$ cat src/rtl/stack_pkg.sv
// rtl/stack_pkg.sv - shared command encodings and default sizes for the operand stack
package stack_pkg;

    localparam int STK_WIDTH_DEF = 16;
    localparam int STK_DEPTH_DEF = 16;

    // Encodings 3'b110/3'b111 are deliberately absent and decode as NOP
    typedef enum logic [2:0] {
        NOP    = 3'b000,
        PUSH   = 3'b001,
        POP    = 3'b010,
        REDUCE = 3'b011,
        DUP    = 3'b100,
        SWAP   = 3'b101
    } stk_op_t;

endpackage

$ cat src/rtl/stack_regfile.sv
// rtl/stack_regfile.sv - DEPTH x WIDTH register array, two async read ports, two sync write ports
module stack_regfile #(
    parameter int WIDTH = 16,
    parameter int DEPTH = 16,
    parameter int AW    = $clog2(DEPTH)
) (
    input  logic             clk,
    input  logic             i_we_a,
    input  logic [AW-1:0]    i_waddr_a,
    input  logic [WIDTH-1:0] i_wdata_a,
    input  logic             i_we_b,
    input  logic [AW-1:0]    i_waddr_b,
    input  logic [WIDTH-1:0] i_wdata_b,
    input  logic [AW-1:0]    i_raddr_a,
    output logic [WIDTH-1:0] o_rdata_a,
    input  logic [AW-1:0]    i_raddr_b,
    output logic [WIDTH-1:0] o_rdata_b
);

    logic [WIDTH-1:0] r_mem [DEPTH];

    // Port B is only used by SWAP, whose two addresses never coincide
    always_ff @(posedge clk) begin
        if (i_we_a) r_mem[i_waddr_a] <= i_wdata_a;
        if (i_we_b) r_mem[i_waddr_b] <= i_wdata_b;
    end

    assign o_rdata_a = r_mem[i_raddr_a];
    assign o_rdata_b = r_mem[i_raddr_b];

endmodule

$ cat src/rtl/operand_stack.sv
// rtl/operand_stack.sv - LIFO operand stack presenting NOS/TOS to the ALU and committing results
module operand_stack
    import stack_pkg::*;
#(
    parameter int WIDTH = STK_WIDTH_DEF,
    parameter int DEPTH = STK_DEPTH_DEF,
    parameter int CNT_W = $clog2(DEPTH) + 1
) (
    input  logic             clk,
    input  logic             rst_n,
    input  logic [2:0]       stk_op,
    input  logic [WIDTH-1:0] push_data,
    input  logic [WIDTH-1:0] alu_result,
    input  logic             err_clr,
    output logic [WIDTH-1:0] operand1,
    output logic [WIDTH-1:0] operand2,
    output logic [CNT_W-1:0] count,
    output logic             full,
    output logic             empty,
    output logic             overflow,
    output logic             underflow
);

    localparam int AW = $clog2(DEPTH);

    logic [CNT_W-1:0] r_count;
    logic             r_overflow;
    logic             r_underflow;

    logic             w_full, w_empty, w_lt2;
    logic [AW-1:0]    w_push_idx, w_tos_idx, w_nos_idx;
    logic [WIDTH-1:0] w_tos_raw, w_nos_raw;
    logic             w_we_a, w_we_b;
    logic [AW-1:0]    w_waddr_a, w_waddr_b;
    logic [WIDTH-1:0] w_wdata_a, w_wdata_b;
    logic             w_inc, w_dec, w_ovf, w_unf;

    assign w_full     = (r_count == CNT_W'(DEPTH));
    assign w_empty    = (r_count == '0);
    assign w_lt2      = (r_count < CNT_W'(2));
    assign w_push_idx = AW'(r_count);
    assign w_tos_idx  = AW'(r_count - CNT_W'(1));
    assign w_nos_idx  = AW'(r_count - CNT_W'(2));

    always_comb begin
        w_we_a    = 1'b0;
        w_we_b    = 1'b0;
        w_waddr_a = w_push_idx;
        w_waddr_b = w_nos_idx;
        w_wdata_a = push_data;
        w_wdata_b = w_tos_raw;
        w_inc     = 1'b0;
        w_dec     = 1'b0;
        w_ovf     = 1'b0;
        w_unf     = 1'b0;
        case (stk_op)
            PUSH: begin
                if (w_full) w_ovf = 1'b1;
                else begin
                    w_we_a = 1'b1;
                    w_inc  = 1'b1;
                end
            end
            POP: begin
                if (w_empty) w_unf = 1'b1;
                else         w_dec = 1'b1;
            end
            REDUCE: begin
                if (w_lt2) w_unf = 1'b1;
                else begin
                    w_we_a    = 1'b1;
                    w_waddr_a = w_nos_idx;
                    w_wdata_a = alu_result;
                    w_dec     = 1'b1;
                end
            end
            DUP: begin
                if (w_empty)     w_unf = 1'b1;
                else if (w_full) w_ovf = 1'b1;
                else begin
                    w_we_a    = 1'b1;
                    w_wdata_a = w_tos_raw;
                    w_inc     = 1'b1;
                end
            end
            SWAP: begin
                if (w_lt2) w_unf = 1'b1;
                else begin
                    w_we_a    = 1'b1;
                    w_waddr_a = w_tos_idx;
                    w_wdata_a = w_nos_raw;
                    w_we_b    = 1'b1;
                end
            end
            default: ;
        endcase
    end

    // Gate writes with reset so a command pending under reset leaves storage untouched
    stack_regfile #(
        .WIDTH (WIDTH),
        .DEPTH (DEPTH),
        .AW    (AW)
    ) u_regfile (
        .clk       (clk),
        .i_we_a    (w_we_a & rst_n),
        .i_waddr_a (w_waddr_a),
        .i_wdata_a (w_wdata_a),
        .i_we_b    (w_we_b & rst_n),
        .i_waddr_b (w_waddr_b),
        .i_wdata_b (w_wdata_b),
        .i_raddr_a (w_tos_idx),
        .o_rdata_a (w_tos_raw),
        .i_raddr_b (w_nos_idx),
        .o_rdata_b (w_nos_raw)
    );

    // A new error in the same cycle as err_clr wins over the clear
    always_ff @(posedge clk or negedge rst_n) begin
        if (!rst_n) begin
            r_count     <= '0;
            r_overflow  <= 1'b0;
            r_underflow <= 1'b0;
        end else begin
            if (w_inc)      r_count <= r_count + CNT_W'(1);
            else if (w_dec) r_count <= r_count - CNT_W'(1);
            r_overflow  <= (r_overflow  & ~err_clr) | w_ovf;
            r_underflow <= (r_underflow & ~err_clr) | w_unf;
        end
    end

    assign operand2  = w_empty ? '0 : w_tos_raw;
    assign operand1  = w_lt2   ? '0 : w_nos_raw;
    assign count     = r_count;
    assign full      = w_full;
    assign empty     = w_empty;
    assign overflow  = r_overflow;
    assign underflow = r_underflow;

endmodule

$ cat config.mk
export PLATFORM = sky130hd
export DESIGN_NAME = operand_stack
export DESIGN_NICKNAME = d
export VERILOG_FILES = /design/src/rtl/stack_pkg.sv /design/src/rtl/stack_regfile.sv /design/src/rtl/operand_stack.sv
export SDC_FILE = /design/constraint.sdc
export NUM_CORES = 1
export LEC_CHECK = 0
export CAP_MARGIN = 25
export CORE_MARGIN = 2
export CORE_UTILIZATION = 45
export CTS_CLUSTER_SIZE = 8
export DETAILED_ROUTE_END_ITERATION = 6
export PLACE_DENSITY = 0.7
export SKIP_CTS_REPAIR_TIMING = 1
export SKIP_LAST_GASP = 1
export SLEW_MARGIN = 20
export SYNTH_ARGS = -nofsm -noshare
export SYNTH_HDL_FRONTEND = slang
export SYNTH_SLANG_ARGS = --single-unit
$ cat constraint.sdc
create_clock -name clk -period 14.3 [get_ports clk]
set_input_delay 2.145 -clock clk [delete_from_list [all_inputs] [get_ports clk]]
set_output_delay 2.145 -clock clk [all_outputs]
set_load 0.02 [all_outputs]
Word-level counts from Yosys, hierarchy flattened
Memory sizes are Yosys's and may differ from the RTL's.
Cells that the tools add are included.
W data, S select, Z words.
{"block": "word_totals", "latch_bits": 0, "memories": 1, "register_bits": 7, "out_inout_bits": 41, "romBits": 0, "input_bits": 38, "ram_bits": 256}
{"block": "op_classes", "mul": 0, "n_lt_le_gt_ge": 1, "div": 0, "bitwise": 7, "muxes": 30, "reduce_logical": 4, "shifts": 0, "n_addsub": 3, "n_eq_ne": 6}
{"memory": "u_regfile.r_mem", "depth": 16, "word_bits": 16, "read_ports": 2, "rd_ports_with_merged_regs": 0, "write_ports": 2, "line": "stack_regfile.sv:20", "rtl": "logic [WIDTH-1:0] r_mem [DEPTH];"}
{"cell": "$mux W16", "n": 6}
{"cell": "$pmux W16 S3", "n": 1}
{"cell": "$mux W1", "n": 13}
{"cell": "$mux W5", "n": 2}
{"cell": "$mux W4", "n": 2}
{"cell": "$pmux W1 S2", "n": 4}
{"cell": "$pmux W4 S2", "n": 1}
{"cell": "$eq A3 B2 Y1 const B", "n": 2}
{"cell": "$eq A3 B3 Y1 const B", "n": 2}
{"cell": "$add A5 B1 Y5 const B", "n": 1}
{"cell": "$eq A5 B5 Y1 const B", "n": 1}
{"cell": "$logic_not A5 Y1", "n": 1}
{"cell": "$lt A5 B2 Y1 const B", "n": 1}
{"cell": "$sub A5 B1 Y5 const B", "n": 1}
{"cell": "$and A1 B1 Y1", "n": 4}
{"cell": "$reduce_or A2 Y1", "n": 2}
{"cell": "$sub A4 B2 Y4 const B", "n": 1}
{"cell": "$eq A3 B1 Y1 const B", "n": 1}
{"cell": "$pmux W1 S3", "n": 1}
{"cell": "$or A1 B1 Y1", "n": 2}
{"cell": "$reduce_bool A2 Y1", "n": 1}
{"cell": "$not A1 Y1", "n": 1}

Longest topological paths before layout
{"block": "depth", "depth_word": 7, "ltp_mapped": 14, "ltp_nobuf": 7}

Hierarchy
From an unflattened synthesis, not the netlist that was laid out.
{"block": "hier_totals", "hier_cells": 1080, "area_unflattened_um2": 16445.8}
{"mod": "stack_regfile", "cells_per_inst": 890, "instances": 1, "area_per_inst_um2": 15014.4, "seq_area_each_um2": 7687.4}
{"mod": "operand_stack", "cells_per_inst": 190, "instances": 1, "area_per_inst_um2": 1431.4, "seq_area_each_um2": 175.2}

Worst setup path before layout
OpenSTA, ideal clock, no wires.
{"block": "synth_path", "path_kind": "reg2out", "start": "register r_count[0], in the netlist count[0]", "end": "output operand2[5]", "t_arrival_ns": 3.921, "slack_ns": 8.234, "stages_incl_launch_ff": 13, "path_cell_list": "dfrtp_1 -> buf_4 -> inv_1 -> buf_1 -> clkbuf_1 -> ha_1 -> buf_2 -> xor2_4 -> buf_8 -> mux4_2 -> mux2i_2 -> buf_2 -> nor2b_1"}
{"block": "synth_via", "elab_chain_cells": 3, "elab_cells_between_ends": 4}
{"element": "start, declared", "line": "operand_stack.sv:26", "rtl": "logic [CNT_W-1:0] r_count;"}
{"element": "start signal, assigned", "line": "operand_stack.sv:125", "rtl": "if (w_inc) r_count <= r_count + CNT_W'(1);"}
{"element": "start signal, assigned", "line": "operand_stack.sv:126", "rtl": "else if (w_dec) r_count <= r_count - CNT_W'(1);"}
{"element": "$sub A5 B1 Y5"}
{"element": "$mem_v2 Z16 W16"}
{"element": "$mux W16 *", "line": "operand_stack.sv:132", "rtl": "assign operand2 = w_empty ? '0 : w_tos_raw;"}
{"element": "end, declared", "line": "operand_stack.sv:16", "rtl": "output logic [WIDTH-1:0] operand2,"}
Mark *: on every way between the ends. The rest lies on a longest branch, timed or not.

Worst setup path after layout
Ends and elaborated chain as after synthesis.

==> flow_metrics.env <==
export IMPL_synth_cell_types=71
export IMPL_drive_above_1_share_pct=16.9
export IMPL_hold_depth=1
export IMPL_cp_required_ns=12.15
export IMPL_path_clk_slew_ns=0.05
export IMPL_vias=17200
export IMPL_synth_nets=1818
export IMPL_num_io_pins=79
export IMPL_grt_max_degree=71
export IMPL_rr_startpoint="count[0]"
export IMPL_postRouteAntennaNets=0
export IMPL_arrival_ns=6.06
export IMPL_synth_compound_area_share_pct=21.6
export IMPL_seq_area_frac_synth_pct=41.2
export IMPL_hold_viol=0
export IMPL_clockBufferDepth=3
export IMPL_crit_top_cell="buf_4"
export IMPL_synth_xor_area_share_pct=0.892
export IMPL_avgRoutedWirePerCell_um=31.1
export IMPL_n_antenna_cell=0
export IMPL_vias_per_cell=7.48
export IMPL_grt_pass1_vias=15700
export IMPL_num_rows=75
export IMPL_path_delay_family="buffers and inverters"
export IMPL_fin_crit_sh_pct=57.4
export IMPL_slew_violations=0
export IMPL_synth_edf_count=256
export IMPL_fmaxAchievable_mhz=122
export IMPL_cp_end_kind="output pin"
export IMPL_avgSynthCellArea_sq_um=10.8
export IMPL_synth_top_family_by_area="compound AO/OA/AOI/OAI gates"
export IMPL_place_congestion=0.900
export IMPL_whs_endpoint="underflow"
export IMPL_slowest_stage="dfrtp_4"
export IMPL_hp_class="reg -> reg"
export IMPL_critical_path_class="reg -> out"
export IMPL_outcome="finished with violations"
export IMPL_die_h_um=210
export IMPL_worstReg2RegEnd="u_regfile.r_mem[10][15]"
export IMPL_grt_pass1_wl_um=102000
export IMPL_synthMuxAreaShare_pct=19.7
export IMPL_finalSetupViolations=0
export IMPL_h_tree_depth=2
export IMPL_stdcell_count=2300
export IMPL_first_pass_iters=7
export IMPL_syn_cell_area_sq_um=19100
export IMPL_dp_final_hpwl_um=43000
export IMPL_synth_seq_cells=263
export IMPL_finClkSkew_ns=0.0128
export IMPL_critPathBufInv=4
export IMPL_synth_warnings=0
export IMPL_die_area_sq_um=44100
export IMPL_min_delay_start="underflow"
export IMPL_period_needed_ns=8.20
export IMPL_portBuffers=78
export IMPL_place_inst=2242
export IMPL_mostFrequentLayoutCell="edfxtp_1"
export IMPL_layout_nets=1798
export IMPL_crit_chain="inv_1 > buf_4 > ha_1 > xor2_4 > buf_4 > mux4_2 > mux2i_2 > nor2b_1 > clkdlybuf4s50_1"
export IMPL_mostFrequentLayoutCells="edfxtp_1 (256), nor2_1 (204), a31oi_1 (176), a211oi_1 (162), mux2i_1 (124)"
export IMPL_drc=16
export IMPL_grt_use_total_pct=31.6
export IMPL_cts_tree="done"
export IMPL_clock_latency_ns=0.53
export IMPL_cpPeakStageDelay_ns=1.02
export IMPL_wl_um=71600
export IMPL_maxCapViolCount=0
export IMPL_initial_utilization_pct=45.6
export IMPL_clock_sinks=263
export IMPL_final_util_pct=51.3
export IMPL_fp_coreArea_sq_um=41900
export IMPL_tightest_slew_ns=1.18
export IMPL_rrSetupSlack_ns=9.08
export IMPL_synthCells=1772
export IMPL_setup_tns_ns=0
export IMPL_synth_ff_type="edfxtp_1"
export IMPL_grt_ovfl_total=0
export IMPL_synth_simple_area_share_pct=11.1
export IMPL_syn2layout_area_growth_pct=12.5
export IMPL_synth_fa_ha_area_share_pct=0.525
export IMPL_startpoint_type="register"
export IMPL_worstPathMaxFanout=55
export IMPL_drtIter0Drc=2929
export IMPL_failed_checks="DRC"
export IMPL_root_buffer="clkbuf_16"
export IMPL_async_reset_ff_share_pct=2.66
export IMPL_cts_inserted_buffers=39
export IMPL_die_w_um=210
export IMPL_rsz0062_at_grt="false"
export IMPL_antenna_found_initial=1
export IMPL_relSlewSlack_pct=21.3
export IMPL_r2r_cells=9
==> worst max path at each step <==
stage	slack, ns	from	endpoint	depth (start not counted)
2_1_floorplan	8.23	count[0]	operand2[5]	12
4_1_cts	6.20	count[0]	operand2[5]	9
5_1_grt	5.90	count[0]	operand2[5]	9
3_5_place_dp	6.79	count[0]	operand2[15]	8
6_report	6.10	count[0]	operand2[5]	9
3_3_place_gp	6.89	count[0]	operand2[5]	9
==> Yosys cell counts, types with 16 or more instances <==
| library cell | count | share of area, % |
|---|---|---|
| clkbuf_1 | 125 | 2.5 |
| o22ai_1 | 92 | 3.0 |
| a31oi_1 | 176 | 5.8 |
| nor2_1 | 206 | 4.1 |
| mux4_2 | 91 | 11 |
| a211oi_1 | 162 | 6.4 |
| nand4_1 | 16 | 0.52 |
| nand3_1 | 74 | 1.9 |
| nand2_1 | 61 | 1.2 |
| mux2_2 | 17 | 1.0 |
| edfxtp_1 | 256 | 40 |
| mux2i_1 | 124 | 6.5 |
| and2_1 | 34 | 1.1 |
| o21ai_0 | 54 | 1.4 |
| buf_2 | 46 | 1.2 |
==> stage by stage <==
step | cell area (sq um) | hold slack (ns) | setup slack [ns]
6_report | 21500 | 0.490 | 6.10
5_1_grt | 21500 | 0.523 | 5.90
4_1_cts | 21300 | 0.493 | 6.20
3_5_place_dp | 20200 | 0.477 | 6.79
3_3_place_gp | 20200 | 0.482 | 6.89
2_1_floorplan | 19100 | 0.597 | 8.23
==> routing by layer <==
layer	GRT usage [%]	part of all wire, %	up-vias
li1	-	-	7111
met3	9.43	15	302
met5	0	0.0098	-
met1	42.8	37	8279
met4	16.3	5.4	2
met2	45.9	42	1510
==> kinds of logic after synthesis <==
logic type / after synthesis
xor gates and xnor gates: 13
muxes: 248
DFF: 263
buffers and inverters: 209
and+or+nand+nor: 453
adders and majority gates: 8
AOI/OAI and AO/OA: 578
==> sequential cells by signal, indices dropped and copies added, names as in the netlist <==
signal           count
u_regfile.r_mem    256
count                5
overflow             1
underflow            1
==> layout make-up <==
type                       instances  area, sq um
timing repair buffer             141         1310
sequential                       263         7870
fill                            3584        20400
multi-input combinational       1300        10500
clock inverter                     2         12.5
clock buffer                      48         1050
inverter                           7         26.3
tap                              539          674
==> worst reg2reg max path, stage by stage, from the launching register on <==
cell and delay [ns]:
dfrtp_4 1.02, inv_1 0.25, buf_4 0.35, ha_1 0.43
xor2_4 0.20, buf_4 0.74, mux2i_1 0.35, a32oi_2 0.28
a211oi_2 1.01, o22ai_1 0.27
Power is not shown: default switching activity piles up to over one toggle a cycle in this logic, so the estimate is an artifact.
